`config.mk`:
```
export PLATFORM = sky130hd
export DESIGN_NAME = temp_log_scheduler
export DESIGN_NICKNAME = d
export VERILOG_FILES = /design/src/rtl/temp_log_pkg.sv /design/src/rtl/temp_log_scheduler_tick_gen.sv /design/src/rtl/temp_log_scheduler.sv
export SDC_FILE = /design/constraint.sdc
export NUM_CORES = 1
export LEC_CHECK = 0
export CAP_MARGIN = 40
export CORE_MARGIN = 1
export CORE_UTILIZATION = 50
export DETAILED_ROUTE_END_ITERATION = 6
export PLACE_DENSITY = 0.74
export REMOVE_ABC_BUFFERS = 1
export SETUP_SLACK_MARGIN = 0.4
export SLEW_MARGIN = 20
export SYNTH_ARGS = -nofsm -noshare
export SYNTH_HDL_FRONTEND = slang
export SYNTH_SLANG_ARGS = --single-unit
```
`constraint.sdc`:
```
create_clock -name clk -period 1.8 [get_ports clk]
set_input_delay 0.45 -clock clk [delete_from_list [all_inputs] [get_ports clk]]
set_output_delay 0.45 -clock clk [all_outputs]
set_load 0.02 [all_outputs]
```
`src/rtl/temp_log_pkg.sv`:
```
// Shared definitions for the temperature logger measurement scheduler.
// Holds the scheduler state encoding, frame constants, the status-byte bit
// positions and a small helper that identifies the byte-transmit states.
package temp_log_pkg;

    typedef enum logic [2:0] {
        IDLE,
        TRIGGER,
        WAIT_MEAS,
        TX_HDR,
        TX_SEQ,
        TX_DATA,
        TX_STAT,
        TX_CHK
    } state_t;

    localparam logic [7:0]  FRAME_HDR    = 8'hA5;
    localparam int unsigned FRAME_LEN    = 5;

    localparam int unsigned STAT_TIMEOUT = 0;
    localparam int unsigned STAT_OVERRUN = 1;
    localparam int unsigned STAT_ALARM   = 2;

    function automatic logic is_tx(input state_t s);
        return s inside {TX_HDR, TX_SEQ, TX_DATA, TX_STAT, TX_CHK};
    endfunction

endpackage

```
`src/rtl/temp_log_scheduler_tick_gen.sv`:
```
// sample_tick_gen: enable-gated period counter for the measurement scheduler.
// Ports:
//   clk    - system clock
//   rst    - synchronous active-high reset
//   enable - 1 = count, 0 = counter held at 0
//   tick   - high for one cycle when the counter reaches PERIOD_CYCLES-1
// The counter wraps to 0 on the same edge that consumes the tick, so ticks
// repeat every PERIOD_CYCLES cycles while enable stays high.
module sample_tick_gen #(
    parameter int unsigned PERIOD_CYCLES = 50_000_000
) (
    input  logic clk,
    input  logic rst,
    input  logic enable,
    output logic tick
);

    localparam int unsigned    CW   = $clog2(PERIOD_CYCLES);
    localparam logic [CW-1:0]  LAST = CW'(PERIOD_CYCLES - 1);

    logic [CW-1:0] count;

    always_ff @(posedge clk) begin
        if (rst || !enable) begin
            count <= '0;
        end else if (count == LAST) begin
            count <= '0;
        end else begin
            count <= count + CW'(1);
        end
    end

    // Gated so that a falling enable can never launch one last trigger.
    assign tick = enable && (count == LAST);

endmodule

```
`src/rtl/temp_log_scheduler.sv`:
```
// temp_log_scheduler: periodic measurement sequencer for the temperature logger.
// Pulses meas_start to the SPI reader each sample period, waits (with a
// timeout) for meas_valid, then streams a 5-byte frame
// {A5, seq, sample, status, xor-checksum} to the UART TX over valid/ready.
// Ports:
//   clk, rst              - clock, synchronous active-high reset
//   enable                - periodic sampling enable
//   meas_start            - one-cycle measurement request (registered)
//   meas_data, meas_valid - SPI reader result and its strobe
//   tx_data, tx_valid     - frame byte to the UART TX, held until accepted
//   tx_ready              - UART TX accepts the byte this cycle
//   busy                  - high outside IDLE
//   frame_done            - one-cycle pulse after the checksum byte is taken
//   seq                   - sequence number of the next frame
// Optional build macro TEMP_LOG_ALARM_EN adds alarm_thresh (in) and alarm
// (out); status bit2 flags a sample above the threshold.
module temp_log_scheduler
    import temp_log_pkg::*;
#(
    parameter int unsigned PERIOD_CYCLES  = 50_000_000,
    parameter int unsigned TIMEOUT_CYCLES = 1000
) (
    input  logic       clk,
    input  logic       rst,
    input  logic       enable,
    output logic       meas_start,
    input  logic [7:0] meas_data,
    input  logic       meas_valid,
    output logic [7:0] tx_data,
    output logic       tx_valid,
    input  logic       tx_ready,
`ifdef TEMP_LOG_ALARM_EN
    input  logic [7:0] alarm_thresh,
    output logic       alarm,
`endif
    output logic       busy,
    output logic       frame_done,
    output logic [7:0] seq
);

    localparam int unsigned   TW    = $clog2(TIMEOUT_CYCLES);
    localparam logic [TW-1:0] TLAST = TW'(TIMEOUT_CYCLES - 1);

    state_t        state;
    state_t        state_nxt;
    logic          tick;
    logic [TW-1:0] tcnt;
    logic [7:0]    sample;
    logic          timeout_q;
    logic          overrun;
    logic          alarm_bit;
    logic [7:0]    status_nxt;
    logic [7:0]    byte_nxt;
    logic          accept;
    logic          timeout_hit;
    logic          ovr_tick;

    sample_tick_gen #(
        .PERIOD_CYCLES(PERIOD_CYCLES)
    ) u_tick (
        .clk   (clk),
        .rst   (rst),
        .enable(enable),
        .tick  (tick)
    );

    assign accept      = tx_valid && tx_ready;
    assign timeout_hit = (tcnt == TLAST);
    assign ovr_tick    = tick && (state != IDLE);
    assign busy        = (state != IDLE);

`ifdef TEMP_LOG_ALARM_EN
    logic alarm_q;

    always_ff @(posedge clk) begin
        if (rst) begin
            alarm_q <= 1'b0;
        end else if (state == WAIT_MEAS) begin
            if (meas_valid) begin
                alarm_q <= (meas_data > alarm_thresh);
            end else if (timeout_hit) begin
                alarm_q <= 1'b0;
            end
        end
    end

    assign alarm     = alarm_q;
    assign alarm_bit = alarm_q;
`else
    assign alarm_bit = 1'b0;
`endif

    always_ff @(posedge clk) begin
        if (rst) begin
            state <= IDLE;
        end else begin
            state <= state_nxt;
        end
    end

    always_comb begin
        state_nxt = state;
        unique case (state)
            IDLE:      if (tick) state_nxt = TRIGGER;
            TRIGGER:   state_nxt = WAIT_MEAS;
            WAIT_MEAS: if (meas_valid || timeout_hit) state_nxt = TX_HDR;
            TX_HDR:    if (accept) state_nxt = TX_SEQ;
            TX_SEQ:    if (accept) state_nxt = TX_DATA;
            TX_DATA:   if (accept) state_nxt = TX_STAT;
            TX_STAT:   if (accept) state_nxt = TX_CHK;
            TX_CHK:    if (accept) state_nxt = IDLE;
            default:   state_nxt = IDLE;
        endcase
    end

    // A tick dropped on the very cycle TX_STAT is loaded is folded in, so it
    // rides in this frame's status rather than waiting for the next one.
    always_comb begin
        status_nxt               = '0;
        status_nxt[STAT_TIMEOUT] = timeout_q;
        status_nxt[STAT_OVERRUN] = overrun || ovr_tick;
        status_nxt[STAT_ALARM]   = alarm_bit;
    end

    // tx_data is loaded only on state entry so it stays frozen under
    // backpressure. In TX_STAT, tx_data is the status byte being sent.
    always_comb begin
        byte_nxt = tx_data;
        if (state_nxt != state) begin
            case (state_nxt)
                TX_HDR:  byte_nxt = FRAME_HDR;
                TX_SEQ:  byte_nxt = seq;
                TX_DATA: byte_nxt = sample;
                TX_STAT: byte_nxt = status_nxt;
                TX_CHK:  byte_nxt = FRAME_HDR ^ seq ^ sample ^ tx_data;
                default: ;
            endcase
        end
    end

    always_ff @(posedge clk) begin
        if (rst) begin
            meas_start <= 1'b0;
            tx_valid   <= 1'b0;
            tx_data    <= '0;
            frame_done <= 1'b0;
            seq        <= '0;
            overrun    <= 1'b0;
            tcnt       <= '0;
            sample     <= '0;
            timeout_q  <= 1'b0;
        end else begin
            meas_start <= (state_nxt == TRIGGER);
            tx_valid   <= is_tx(state_nxt);
            tx_data    <= byte_nxt;
            frame_done <= (state == TX_CHK) && accept;

            if ((state == TX_CHK) && accept) begin
                seq <= seq + 8'd1;
            end

            if (ovr_tick) begin
                overrun <= 1'b1;
            end else if ((state == TX_STAT) && accept && tx_data[STAT_OVERRUN]) begin
                overrun <= 1'b0;
            end

            if (state == TRIGGER) begin
                tcnt <= '0;
            end else if (state == WAIT_MEAS) begin
                tcnt <= tcnt + TW'(1);
            end

            if (state == WAIT_MEAS) begin
                if (meas_valid) begin
                    sample    <= meas_data;
                    timeout_q <= 1'b0;
                end else if (timeout_hit) begin
                    sample    <= '0;
                    timeout_q <= 1'b1;
                end
            end
        end
    end

endmodule

```
**After elaboration in Yosys (flattened, before gate mapping)**

Cells that the tools add are included.

- Register bits: 68
- Input port bits: 13
- Output and inout bits: 20
- Word-level logic and storage cells: 67

- Add/subtract/negate cells: 3
- Eq/ne operators: 16
- Multiplexer cells: 15
- Bitwise logic cells: 3
- Reduce and logical (&&, ||, !) cells: 19

Operator list:

| kind | number |
|---|---|
| case mux 8 bit (5 select lines) | 1 |
| adder 26 x 1 -> 26 bit (second input constant) | 1 |
| equality test 26 bit (second input constant) | 1 |
| equality test 3 bit (second input constant) | 8 |
| case mux 3 bit (8 select lines) | 1 |
| 2-to-1 mux 3 bit | 7 |
| 2-to-1 mux 8 bit | 2 |
| bitwise XOR 8 bit | 2 |
| adder 10 x 1 -> 10 bit (second input constant) | 1 |
| equality test 10 bit (second input constant) | 1 |
| equality test 3 x 2 -> 1 bit (second input constant) | 3 |
| adder 8 x 1 -> 8 bit (second input constant) | 1 |
| equality test 3 x 1 -> 1 bit (second input constant) | 2 |
| logical AND 1 bit | 6 |
| nonzero test 5 bit | 1 |
| 2-to-1 mux 1 bit | 4 |
| NOT 4 bit | 1 |
| AND reduction 2 bit | 2 |
| nonzero test 2 bit | 2 |
| OR reduction 2 bit | 2 |
| logical NOT 3 bit | 1 |
| logical OR 1 bit | 3 |
| inequality test 3 bit | 1 |
| nonzero test 3 bit | 1 |
| logical NOT 1 bit | 1 |

**Longest topological paths before layout**

Gate-level depths: netlist (run 1).

- Depth after elaboration: 7
- Mapped depth: 8
- Depth with buffers taken out: 7

**Hierarchy**

From an unflattened synthesis (run 1), not the netlist that was laid out.

- Cell total of the unflattened synthesis: 398
- Area, all modules: 3352.0 sq um

Modules (own cells, without submodules):

| module | times used | cells an instance | area an instance (sq um) | sequential area each (sq um) |
|---|---|---|---|---|
| temp_log_scheduler | 1 | 255 | 2148.3 | 840.8 |
| sample_tick_gen | 1 | 143 | 1203.7 | 520.5 |

**Worst setup path before layout (run 1)**

Ideal clock, no wire load.

- Path type: register -> register
- Start: register state[0]
- End: register tx_data[1]
- Setup time: 124 ps
- Data arrival time: 1665 ps
- Data required time: 1676 ps
- Setup slack: 12 ps
- Stages on the path, launching flop included: 8
- Path buffers: 1
- Period minus slack after synthesis: 1788 ps
- Cells stage by stage: dfxtp_1 -> nor2_1 -> and3_1 -> buf_2 -> nor3b_4 -> mux2i_1 -> nor2_1 -> o2bb2ai_1

- Word-level cells in the longest chain between the ends: 5
- Elaborated cells on any way between the ends: 28
- Classes of those cells: eq/ne: 13; mux: 9; reduce/logical: 6

Ends and longest elaborated chain:

| item | line | source |
|---|---|---|
| from (decl) | temp_log_scheduler.sv:44 | `state_t state;` |
| from (signal assigned) | temp_log_scheduler.sv:97 | `state <= state_nxt;` |
| equality test 3 bit (tied with other cells) | temp_log_scheduler.sv:103 | `unique case (state)` |
| case mux 3 bit (8 select lines) | temp_log_scheduler.sv:103 |  |
| equality test 3 x 2 -> 1 bit / equality test 3 bit (equally long branches) | temp_log_scheduler.sv:130 | `case (state_nxt)` |
| nonzero test 5 bit (no line) | - |  |
| AND reduction 2 bit (no line) | - |  |
| to (signal assigned) | temp_log_scheduler.sv:155 | `tx_data <= byte_nxt;` |
| to (decl) | temp_log_scheduler.sv:29 | `output logic [7:0] tx_data,` |

Parallel ways exist; a longest one is shown, timed or not.
A chain may end at the register's enable or synchronous reset.

**Final worst setup path (run 1)**

- Start: register u_tick.count[16]
- End: register meas_start

- Word-level cells in the longest chain between the ends: 5

Ends and longest elaborated chain:

| item | line | source |
|---|---|---|
| from (decl) | temp_log_scheduler_tick_gen.sv:21 | `logic [CW-1:0] count;` |
| from (signal assigned) | temp_log_scheduler_tick_gen.sv:29 | `count <= count + CW'(1);` |
| equality test 26 bit | temp_log_scheduler_tick_gen.sv:34 | `assign tick = enable && (count == LAST);` |
| logical AND 1 bit | temp_log_scheduler_tick_gen.sv:34 |  |
| 2-to-1 mux 3 bit | temp_log_scheduler.sv:104 | `IDLE: if (tick) state_nxt = TRIGGER;` |
| case mux 3 bit (8 select lines) | temp_log_scheduler.sv:103 |  |
| equality test 3 x 1 -> 1 bit | temp_log_scheduler.sv:153 | `meas_start <= (state_nxt == TRIGGER);` |
| to (signal assigned) | temp_log_scheduler.sv:153 |  |
| to (decl) | temp_log_scheduler.sv:26 | `output logic meas_start,` |

Every way passes these cells.

==> results.py, run 1 <==
metrics = {
    "global_routing": {
        "grt_pass1_vias": 3373,
        "grt.overflow.total": 0,
        "grt_max_degree": 14,
        "grt_use_total": 0.2830,
        "grt_pass1_wl_mm": 15.78,
        "antenna_found_initial": 0,
    },
    "layout": {
        "fin_util": 0.7341,
        "design_area_um2": 4688,
        "syn2layout_area_growth_pct": 41.13,
        "final_nets": 512,
        "final_cells": 578,
        "drive_above_1_share": 0.3333,
        "fillCellCount": 436,
        "antennaDiodeCount": 0,
    },
    "clock_tree": {
        "ctsHoldBuffers": 0,
        "clock_latency_ns": 0.35,
        "tritoncts": "built",
        "h-tree-depth": 3,
        "clock-sinks": 68,
        "cts_buffer_depth": 2,
        "cts-root-buf": "clkbuf_8",
        "cts_made_buffers": 9,
        "clkTransAtPathRegs_ns": 0.08,
    },
    "pwr": {
        "total_power_mw": 2.761,
        "powerDensity_nw_per_um2": 588.9,
        "p_int_mw": 2.107,
        "seq_power_share": 0.544,
        "p_leak_nw": 1.919,
        "combinationalPowerShare": 0.045,
        "clockPowerShare": 0.411,
        "p_sw_frac": 0.2368,
        "power.net_switching_mw": 0.6537,
        "max-vdd-ir-drop_uv": 633.8,
    },
    "yosys": {
        "async_flop_share": 0,
        "netlist.area_leader.share": 0.4098,
        "synth_flop_cell": "dfxtp_1",
        "yosys_warnings": 0,
        "synth_area_leader_cell": "dfxtp_1",
        "synth-edff-count": 0,
        "yosysSeqAreaShare": 0.4098,
        "syn-cell-area_um2": 3322,
        "syn_area_per_cell_um2": 8.347,
        "synthDistinctLibCells": 52,
        "synth-seq-cells": 68,
        "synth_cells": 398,
        "synth_area_leaders": "dfxtp_1 41%, nor2_1 7.7%, xor2_1 7.4%",
    },
    "timing": {
        "whs_ns": 0.4934,
        "report.final.slew_viol_count": 0,
        "fin_ws_ns": -0.02714,
        "hold_violations": 0,
        "fin_setup_tns_ns": -0.1353,
        "max_freq_mhz": 547.3,
        "period_share": 1.015,
        "setup_viol": 13,
        "rsz0062_at_grt": "yes",
        "finalCriticalPeriod_ns": 1.827,
        "clock_skew_ns": 0.009469,
        "tightest_slew_ns": 0.3303,
        "slew_headroom": 0.7735,
    },
    "placement": {
        "gp_congestion": 0.8529,
        "hpwl_mm": 5.793,
        "dp.cells": 536,
        "placed_cell_area_um2": 4025,
        "numPortBuffers": 32,
        "post-place-ws_ns": -0.4785,
    },
    "drt": {
        "drc": 0,
        "finalWirelength_mm": 9.785,
        "antenna_left": 0,
        "post_drt_wl_per_cell_um": 16.93,
        "vias": 3350,
        "via_per_inst": 5.796,
        "initialDrtViolationCount": 297,
        "drtPass1Iterations": 5,
    },
    "floorplanning": {
        "die_w_um": 83.51,
        "initial_core_util": 0.5202,
        "core_area_um2": 6386,
        "rows": 29,
        "die_y_um": 83.51,
        "dieArea_um2": 6974,
        "io_pins": 33,
    },
    "hold_path": {
        "hp-start": "overrun$_SDFFE_PP0P_",
        "hold_path_class": "register to register",
    },
    "critical_path": {
        "required_ns": 2.08,
        "crit-reg2reg-capture": "meas_start$_SDFF_PP0_",
        "crit_buf_inv": 0,
        "critical_path_depth": 6,
        "r2r_start": "u_tick.count[16]$_SDFF_PP0_",
        "cpPeakStageDelay_ns": 0.55,
        "crit_chain": "or4_4, nor3_4, nand4_4, o21ai_4, and2_4, a21boi_1",
        "startpoint": "u_tick.count[16]$_SDFF_PP0_",
        "rrSetupSlack_ns": -0.03,
        "start_kind": "register",
        "worst-setup-path-type": "register to register",
        "r2r_cells": 6,
        "cpLargestDelayFamily": "simple AND/OR/NAND/NOR gates",
        "worstPathArrival_ns": 2.11,
        "slowest_stage": "or4_4",
        "cp-end-kind": "register",
        "crit_fanout": 6,
        "endpoint": "meas_start$_SDFF_PP0_",
    },
    "job": {
        "cap_violations": 0,
    },
    "status": {
        "outcome": "complete, but fails checks",
        "violations": "setup timing",
    },
}
[registers in the layout (all words and copies together), names as in the netlist]
signal        flops
state             3
timeout_q         1
sample            8
seq               8
tx_data           8
tx_valid          1
u_tick.count     26
frame_done        1
overrun           1
tcnt             10
meas_start        1
[Yosys cell counts, drive strengths merged, types with 8 or more instances]
| cell | n |
|---|---|
| and3 | 10 |
| xnor2 | 20 |
| clkbuf | 8 |
| nand4 | 11 |
| dfxtp | 68 |
| o21ai | 13 |
| a22oi | 8 |
| a21oi | 26 |
| or3 | 8 |
| nand3 | 17 |
| buf | 9 |
| xor2 | 28 |
| nand2 | 41 |
| nor2 | 69 |
[cell usage in the layout (no fill, tap or decap), types with 3 or more instances in the layout]
master,count
xnor2_1,20
nand2b_1,5
clkinv_2,3
nand4_1,10
a22oi_2,8
nand2_1,38
o2bb2ai_1,5
o21ai_0,11
nand3_1,14
clkbuf_8,10
buf_6,8
a21oi_1,24
inv_1,5
o211a_1,4
nor3_1,4
buf_2,17
buf_8,4
nor2_1,67
dfxtp_4,4
and3_1,7
and3_4,3
dfxtp_1,49
xor2_1,28
buf_4,57
clkdlybuf4s50_1,11
dfxtp_2,15
o221ai_1,3
or3_1,7
[tightest hold or removal path: cells and delay by family, from the launching register on]
| kind | cells | cell delay (ns) |
|---|---|---|
| AOI/OAI and AO/OA | 2 | 0.13 |
| DFF | 1 | 0.32 |
[how the worst min path moves through the flow]
stage,cells past startpoint,endpoint,slack [ns]
detailed placement,1,u_tick.count[0]$_SDFF_PP0_,0.46
global placement,1,u_tick.count[0]$_SDFF_PP0_,0.45
global route,1,tx_data[3]$_SDFFE_PP0P_,0.50
floorplan,1,u_tick.count[0]$_SDFF_PP0_,0.43
CTS,2,overrun$_SDFFE_PP0P_,0.48
finish,2,overrun$_SDFFE_PP0P_,0.49
[layer usage]
| layer | wire length (um) | global-route usage | up-vias |
|---|---|---|---|
| met4 | 306 | 0.1140 | 0 |
| met2 | 5153 | 0.5067 | 139 |
| met5 | 0 | 0 | - |
| met1 | 3775 | 0.3225 | 1606 |
| li1 | - | - | 1571 |
| met3 | 549 | 0.06924 | 34 |
[kinds of logic (layout without fill, tap and decap cells)]
| logic type | count (synthesis) | after routing | share of synthesized area |
|---|---|---|---|
| flops | 68 | 68 | 0.4098 |
| buf+inv | 24 | 127 | 0.02938 |
| simple gates | 182 | 182 | 0.2738 |
| compound gates | 71 | 71 | 0.1431 |
| mux | 2 | 2 | 0.006027 |
| fa+ha+maj | 3 | 3 | 0.01130 |
| xor+xnor | 48 | 48 | 0.1266 |
[power by group through the flow]
stage / clock [mW] / sequential [mW] / combinational [mW]
finish: 1.13 / 1.50 / 0.124
global route: 1.21 / 1.50 / 0.130
CTS: 1.15 / 1.50 / 0.122
detailed placement: 0 / 1.54 / 0.0724
global placement: 0 / 1.54 / 0.0707
floorplan: 0 / 1.54 / 0.0145
[cell type report]
class	instances	area [um2]	area share
Inverter	7	26.28	0.005604
Clock inverter	6	38.79	0.008273
Clock buffer	10	137.6	0.02936
Multi-Input combinational cell	306	2066	0.4406
Tap cell	77	96.34	0.02055
Timing Repair Buffer	104	928.4	0.1980
Sequential cell	68	1395	0.2976
[repair_timing]
action                     CTS  global route
pin swaps                   27             9
setup endpoints to repair   77            67
buffers inserted            20             2
resized for setup          145            22
cloned                       3             1
Note: power is estimated with default switching activity, not from simulation.
==> run 2, diff against run 1 <==
--- a/config.mk
+++ b/config.mk
@@ -5,11 +5,12 @@
 export SDC_FILE = /design/constraint.sdc
 export NUM_CORES = 1
 export LEC_CHECK = 0
+export ABC_AREA = 1
 export CAP_MARGIN = 40
 export CORE_MARGIN = 1
-export CORE_UTILIZATION = 50
+export CORE_UTILIZATION = 30
 export DETAILED_ROUTE_END_ITERATION = 6
-export PLACE_DENSITY = 0.74
+export PLACE_DENSITY = 0.49
 export REMOVE_ABC_BUFFERS = 1
 export SETUP_SLACK_MARGIN = 0.4
 export SLEW_MARGIN = 20
==> run 2 against run 1 <==
  * The flow still finishes with violations (setup timing)
  * Core utilization down 24 points
  * Die area up 71%
  * Critical path depth up 5
  * Sequential share of layout area down 4.0 points
  * Global-route usage down 11 points
  * Highest routed layer unchanged
==> results.py, run 2 <==
metrics = {
    "layout": {
        "final_nets": 614,
        "mostFrequentLayoutCell": "nand2_1",
        "design_area_um2": 5410,
        "drive_above_1_share": 0.4169,
        "largest_register": "u_tick.count",
        "top_regs": "u_tick.count (26), tcnt (10)",
        "fin_util": 0.4905,
        "largest_register_ffs": 26,
        "syn2layout_area_growth_pct": 57.01,
        "final_cell_mix": "75 x nand2_1, 53 x buf_4, 51 x nor2_1, 49 x dfxtp_1, 48 x inv_1",
        "antennaDiodeCount": 0,
        "final_cells": 742,
    },
    "yosys": {
        "syn_area_per_cell_um2": 7.134,
        "synthAdderAreaFrac": 0.01089,
        "yosys-mux-area-fraction": 0,
        "synth_cells": 483,
        "syn-cell-area_um2": 3446,
        "synth_xor_area_frac": 0.06354,
        "synth_compound_area_frac": 0.1173,
        "synth-edff-count": 0,
        "synthDistinctLibCells": 36,
        "synth_most_common_cell": "nand2_1",
        "synth_area_leader_cell": "dfxtp_1",
        "yosys_warnings": 0,
        "synthSimpleGateAreaFrac": 0.3399,
        "yosysSeqAreaShare": 0.3951,
        "netlist.area_leader.share": 0.3951,
        "synth_top_family_by_area": "simple AND/OR/NAND/NOR gates",
        "synth_flop_cell": "dfxtp_1",
        "async_flop_share": 0,
        "synth_area_leaders": "dfxtp_1 40%, nand2_1 11%, nor2_1 7.0%",
        "synth-seq-cells": 68,
        "synth_common_cells": "98 x nand2_1, 68 x dfxtp_1, 64 x nor2_1",
    },
    "drt": {
        "initialDrtViolationCount": 164,
        "drc": 0,
        "via_per_inst": 4.666,
        "finalWirelength_mm": 9.831,
        "vias": 3462,
        "drtPass1Iterations": 4,
        "antenna_left": 0,
        "post_drt_wl_per_cell_um": 13.25,
    },
    "critical_path": {
        "r2r_start": "u_tick.count[0]$_SDFF_PP0_",
        "critical_path_depth": 11,
        "worst-setup-path-type": "register to register",
        "startpoint": "u_tick.count[0]$_SDFF_PP0_",
        "crit_chain": "ha_4, nand2_4, nor2_4, nand2_4, nor3_4, nand2_2, nor2_4, nand4_4, nor2_4, a21oi_2, o21a_1",
        "r2r_cells": 11,
        "cpLargestDelayFamily": "simple AND/OR/NAND/NOR gates",
        "crit_fanout": 4,
        "crit_buf_inv": 0,
        "slowest_stage": "dfxtp_2",
        "start_kind": "register",
        "cp_common_cell": "nor2_4",
        "required_ns": 2.03,
        "cpPeakStageDelay_ns": 0.34,
        "cp-end-kind": "register",
        "worstPathArrival_ns": 2.03,
    },
    "hold_path": {
        "hold_path_depth": 2,
        "hp-start": "overrun$_SDFFE_PP0P_",
        "hold_path_class": "register to register",
    },
    "timing": {
        "slew_headroom": 0.7306,
        "period_share": 1.002,
        "rsz0062_at_grt": "yes",
        "whs_ns": 0.4617,
        "tightest_slew_ns": 0.4009,
        "clock_skew_ns": 0.01061,
        "finalCriticalPeriod_ns": 1.804,
        "report.final.slew_viol_count": 0,
        "hold_violations": 0,
        "setup_viol": 1,
        "fin_setup_tns_ns": -0.003729,
        "max_freq_mhz": 554.4,
        "fin_ws_ns": -0.003729,
    },
    "clock_tree": {
        "tritoncts": "built",
        "clock_latency_ns": 0.34,
        "clkTransAtPathRegs_ns": 0.05,
        "cts_buffer_depth": 2,
        "cts-root-buf": "clkbuf_16",
        "h-tree-depth": 3,
        "cts_made_buffers": 9,
        "clock-sinks": 68,
    },
    "global_routing": {
        "grt_max_degree": 19,
        "grt.overflow.total": 0,
        "antenna_found_initial": 0,
        "grt_pass1_vias": 3287,
        "grt_pass1_wl_mm": 15.33,
        "grt_use_total": 0.1702,
    },
    "pwr": {
        "power.net_switching_mw": 0.8648,
        "powerDensity_nw_per_um2": 693.4,
        "p_sw_frac": 0.2305,
        "clockPowerShare": 0.493,
        "p_int_mw": 2.887,
        "p_leak_nw": 2.258,
        "total_power_mw": 3.752,
        "max-vdd-ir-drop_uv": 510.2,
        "seq_power_share": 0.412,
        "combinationalPowerShare": 0.096,
    },
    "status": {
        "violations": "setup timing",
        "outcome": "complete, but fails checks",
    },
    "placement": {
        "dp.cells": 692,
        "placed_cell_area_um2": 4249,
        "numPortBuffers": 32,
        "post-place-ws_ns": -0.4650,
        "hpwl_mm": 6.701,
        "gp_congestion": 0.8548,
    },
    "floorplanning": {
        "core_area_um2": 11030,
        "io_pins": 33,
        "die_w_um": 109.2,
        "rows": 38,
        "die_y_um": 109.2,
        "initial_core_util": 0.3124,
        "dieArea_um2": 11920,
    },
    "job": {
        "cap_violations": 0,
    },
}
## run 2: worst paths after layout
path                                                     to  slack [ns]
worst min register to register         overrun$_SDFFE_PP0P_        0.46
worst max-delay path            u_tick.count[24]$_SDFF_PP0_      -0.004
worst min-delay path                   overrun$_SDFFE_PP0P_        0.46
worst max register to register  u_tick.count[24]$_SDFF_PP0_      -0.004
## run 2: layer usage
metal	global-route usage	share of wire	vias up
li1	-	-	1788
met4	0.1000	0.027	0
met2	0.2637	0.46	40
met3	0.02989	0.023	16
met1	0.2208	0.49	1618
met5	0	0	-
## run 2: cell families after synthesis
group / Yosys count
adder cells (fa/ha/maj): 3
buffers and inverters: 67
AO/OA/AOI/OAI: 74
XOR/XNOR: 25
flip-flops: 68
AND/OR/NAND/NOR: 246
## run 2: power by group through the flow
stage	combinational [mW]	sequential, mW	clock, mW
final	0.358	1.54	1.85
after global routing	0.386	1.55	1.97
after CTS	0.303	1.54	1.89
after detailed placement	0.255	1.57	0
after global placement	0.254	1.57	0
after floorplan	0.109	1.57	0
## run 2: area by class of cell
cell class | count | area [um2]
Inverter | 62 | 252.7
Multi-Input combinational cell | 348 | 2323
Clock buffer | 9 | 225.2
Fill cell | 1066 | 5620
Timing Repair Buffer | 109 | 960.9
Tap cell | 140 | 175.2
Clock inverter | 6 | 80.08
Sequential cell | 68 | 1393
## run 2: worst register-to-register path, cell delays in order (launching register included)
cell and delay, ns:
dfxtp_2 0.34, ha_4 0.15, nand2_4 0.05, nor2_4 0.14, nand2_4 0.11, nor3_4 0.23
nand2_2 0.13, nor2_4 0.15, nand4_4 0.13, nor2_4 0.12, a21oi_2 0.06, o21a_1 0.09
## run 2: repair_timing
item | CTS | global route
buffers inserted | 17 | 16
endpoints found under the setup margin | 81 | 71
cloned | 1 | 1
pin swaps | 21 | 37
resized for setup | 162 | 112
hold buffers | 0 | 0
==> run 3, diff against run 2 <==
--- a/config.mk
+++ b/config.mk
@@ -7,7 +7,8 @@
 export LEC_CHECK = 0
 export ABC_AREA = 1
 export CAP_MARGIN = 40
-export CORE_MARGIN = 1
+export CORE_ASPECT_RATIO = 0.75
+export CORE_MARGIN = 2
 export CORE_UTILIZATION = 30
 export DETAILED_ROUTE_END_ITERATION = 6
 export PLACE_DENSITY = 0.49
==> run 3 against run 2 <==
  * The run now ends clean
  * First-iteration DRC count up 11%
  * Critical path depth is 1 higher
  * Via count is 0.40% higher
  * Die area grew 3.8%
  * Maximum frequency rose by 1.5%
  * Combinational power increased by 5.9%
  * Power shrank 3.2%
  * Clock power decreased by 8%
  * Core utilization increased by 1.1 points
  * Critical path type unchanged
  * Largest cell class unchanged
  * Largest power group unchanged
==> results.py, run 3 (same netlist as run 2, synthesis figures left out) <==
metrics = {
    "status": {
        "outcome": "completed",
    },
    "global_routing": {
        "grt_use_total": 0.1649,
        "grt.overflow.total": 0,
        "grt_max_degree": 24,
        "antenna_found_initial": 0,
        "grt_pass1_wl_mm": 16.53,
        "grt_pass1_vias": 3385,
    },
    "pwr": {
        "seq_power_share": 0.424,
        "p_sw_frac": 0.2371,
        "powerDensity_nw_per_um2": 654.9,
        "p_leak_nw": 2.327,
        "combinationalPowerShare": 0.104,
        "p_int_mw": 2.772,
        "max-vdd-ir-drop_uv": 429.1,
        "clockPowerShare": 0.471,
        "total_power_mw": 3.633,
        "power.net_switching_mw": 0.8615,
    },
    "clock_tree": {
        "h-tree-depth": 3,
        "cts_buffer_depth": 2,
        "cts_made_buffers": 9,
        "clock_latency_ns": 0.33,
        "tritoncts": "built",
        "ctsHoldBuffers": 0,
        "cts-root-buf": "clkbuf_16",
        "clkTransAtPathRegs_ns": 0.06,
        "clock-sinks": 68,
    },
    "layout": {
        "final_nets": 630,
        "largest_register": "u_tick.count",
        "antennaDiodeCount": 0,
        "fin_util": 0.5014,
        "largest_register_ffs": 26,
        "mostFrequentLayoutCell": "nand2_1",
        "final_cells": 759,
        "drive_above_1_share": 0.4588,
        "top_regs": "u_tick.count (26), tcnt (10)",
        "fillCellCount": 1065,
        "final_cell_mix": "76 x nand2_1, 62 x buf_4, 48 x dfxtp_1, 46 x nor2_1, 45 x inv_1",
        "syn2layout_area_growth_pct": 61.00,
        "design_area_um2": 5548,
    },
    "timing": {
        "report.final.slew_viol_count": 0,
        "max_freq_mhz": 562.5,
        "fin_ws_ns": 0.02229,
        "setup_viol": 0,
        "hold_violations": 0,
        "rsz0062_at_grt": "yes",
        "period_share": 0.9876,
        "clock_skew_ns": 0.008431,
        "tightest_slew_ns": 0.4237,
        "slew_headroom": 0.7153,
        "finalCriticalPeriod_ns": 1.778,
        "fin_setup_tns_ns": 0,
        "whs_ns": 0.4702,
    },
    "floorplanning": {
        "dieArea_um2": 12370,
        "rows": 33,
        "io_pins": 33,
        "die_y_um": 96.82,
        "initial_core_util": 0.3114,
        "core_area_um2": 11070,
        "die_w_um": 127.8,
    },
    "placement": {
        "numPortBuffers": 32,
        "placed_cell_area_um2": 4229,
        "hpwl_mm": 6.877,
        "post-place-ws_ns": -0.4752,
        "gp_congestion": 0.8597,
        "dp.cells": 691,
    },
    "critical_path": {
        "crit_fanout": 6,
        "required_ns": 2.06,
        "worstPathArrival_ns": 2.04,
        "start_kind": "register",
        "cp-end-kind": "register",
        "worst-setup-path-type": "register to register",
    },
    "drt": {
        "finalWirelength_mm": 10.13,
        "via_per_inst": 4.580,
        "post_drt_wl_per_cell_um": 13.35,
        "vias": 3476,
        "antenna_left": 0,
        "drc": 0,
        "initialDrtViolationCount": 182,
        "drtPass1Iterations": 4,
    },
    "job": {
        "cap_violations": 0,
    },
    "hold_path": {
        "hold_path_class": "register to register",
    },
}
## run 3: changes by cell type in the layout (fill, tap and decap cells not counted), moves of 5 or more
cell     before  now
a21oi_1      33   28
a21oi_2       8   13
buf_4        53   62
buf_6        25   31
nor2_1       51   46
nor2_2        8   13
## run 3: worst max-delay path: stages (launching register included)
cell and delay, ns:
dfxtp_4 0.37, ha_4 0.14, nand2_4 0.06, nor2_4 0.11
nand2_4 0.10, nor2_4 0.13, nand4_1 0.13, nand2_1 0.11
nand2_1 0.06, nand2_2 0.11, nand2_4 0.10, o21bai_1 0.16
a21oi_1 0.11
## run 3: power by group through the flow
| stage | logic (mW) | registers [mW] | clock network [mW] |
|---|---|---|---|
| 2_1_floorplan | 0.109 | 1.57 | 0 |
| 3_5_place_dp | 0.246 | 1.57 | 0 |
| 3_3_place_gp | 0.245 | 1.57 | 0 |
| 4_1_cts | 0.327 | 1.54 | 1.77 |
| 5_1_grt | 0.409 | 1.54 | 1.83 |
| 6_report | 0.379 | 1.54 | 1.71 |
## run 3: final cells by class
| class | count | area [um2] | share of cell area |
|---|---|---|---|
| Clock buffer | 11 | 232.7 | 0.04195 |
| Clock inverter | 5 | 52.55 | 0.009472 |
| Inverter | 62 | 255.2 | 0.04601 |
| Multi-Input combinational cell | 348 | 2364 | 0.4260 |
| Sequential cell | 68 | 1394 | 0.2512 |
| Tap cell | 140 | 175.2 | 0.03157 |
| Timing Repair Buffer | 125 | 1075 | 0.1937 |
## run 3: final timing paths
check | from | end | slack, ns | cells past startpoint
setup / recovery | u_tick.count[1]$_SDFF_PP0_ | tx_data[1]$_SDFFE_PP0P_ | 0.02 | 12
hold reg to reg | overrun$_SDFFE_PP0P_ | overrun$_SDFFE_PP0P_ | 0.47 | 2
hold / removal | overrun$_SDFFE_PP0P_ | overrun$_SDFFE_PP0P_ | 0.47 | 2
setup reg to reg | u_tick.count[1]$_SDFF_PP0_ | tx_data[1]$_SDFFE_PP0P_ | 0.02 | 12
## run 3: metal layers
layer | vias up | routed length, um | GRT usage
met5 | - | 0 | 0
met4 | 0 | 99 | 0.04142
met3 | 9 | 383 | 0.03319
met2 | 53 | 4454 | 0.2439
met1 | 1588 | 5194 | 0.2437
li1 | 1826 | - | -
## run 3: repair_timing
action	in CTS	in global routing
pin swaps	35	44
gates resized for setup	197	98
gates cloned	1	1
buffers inserted	34	16
setup endpoints to repair	80	70
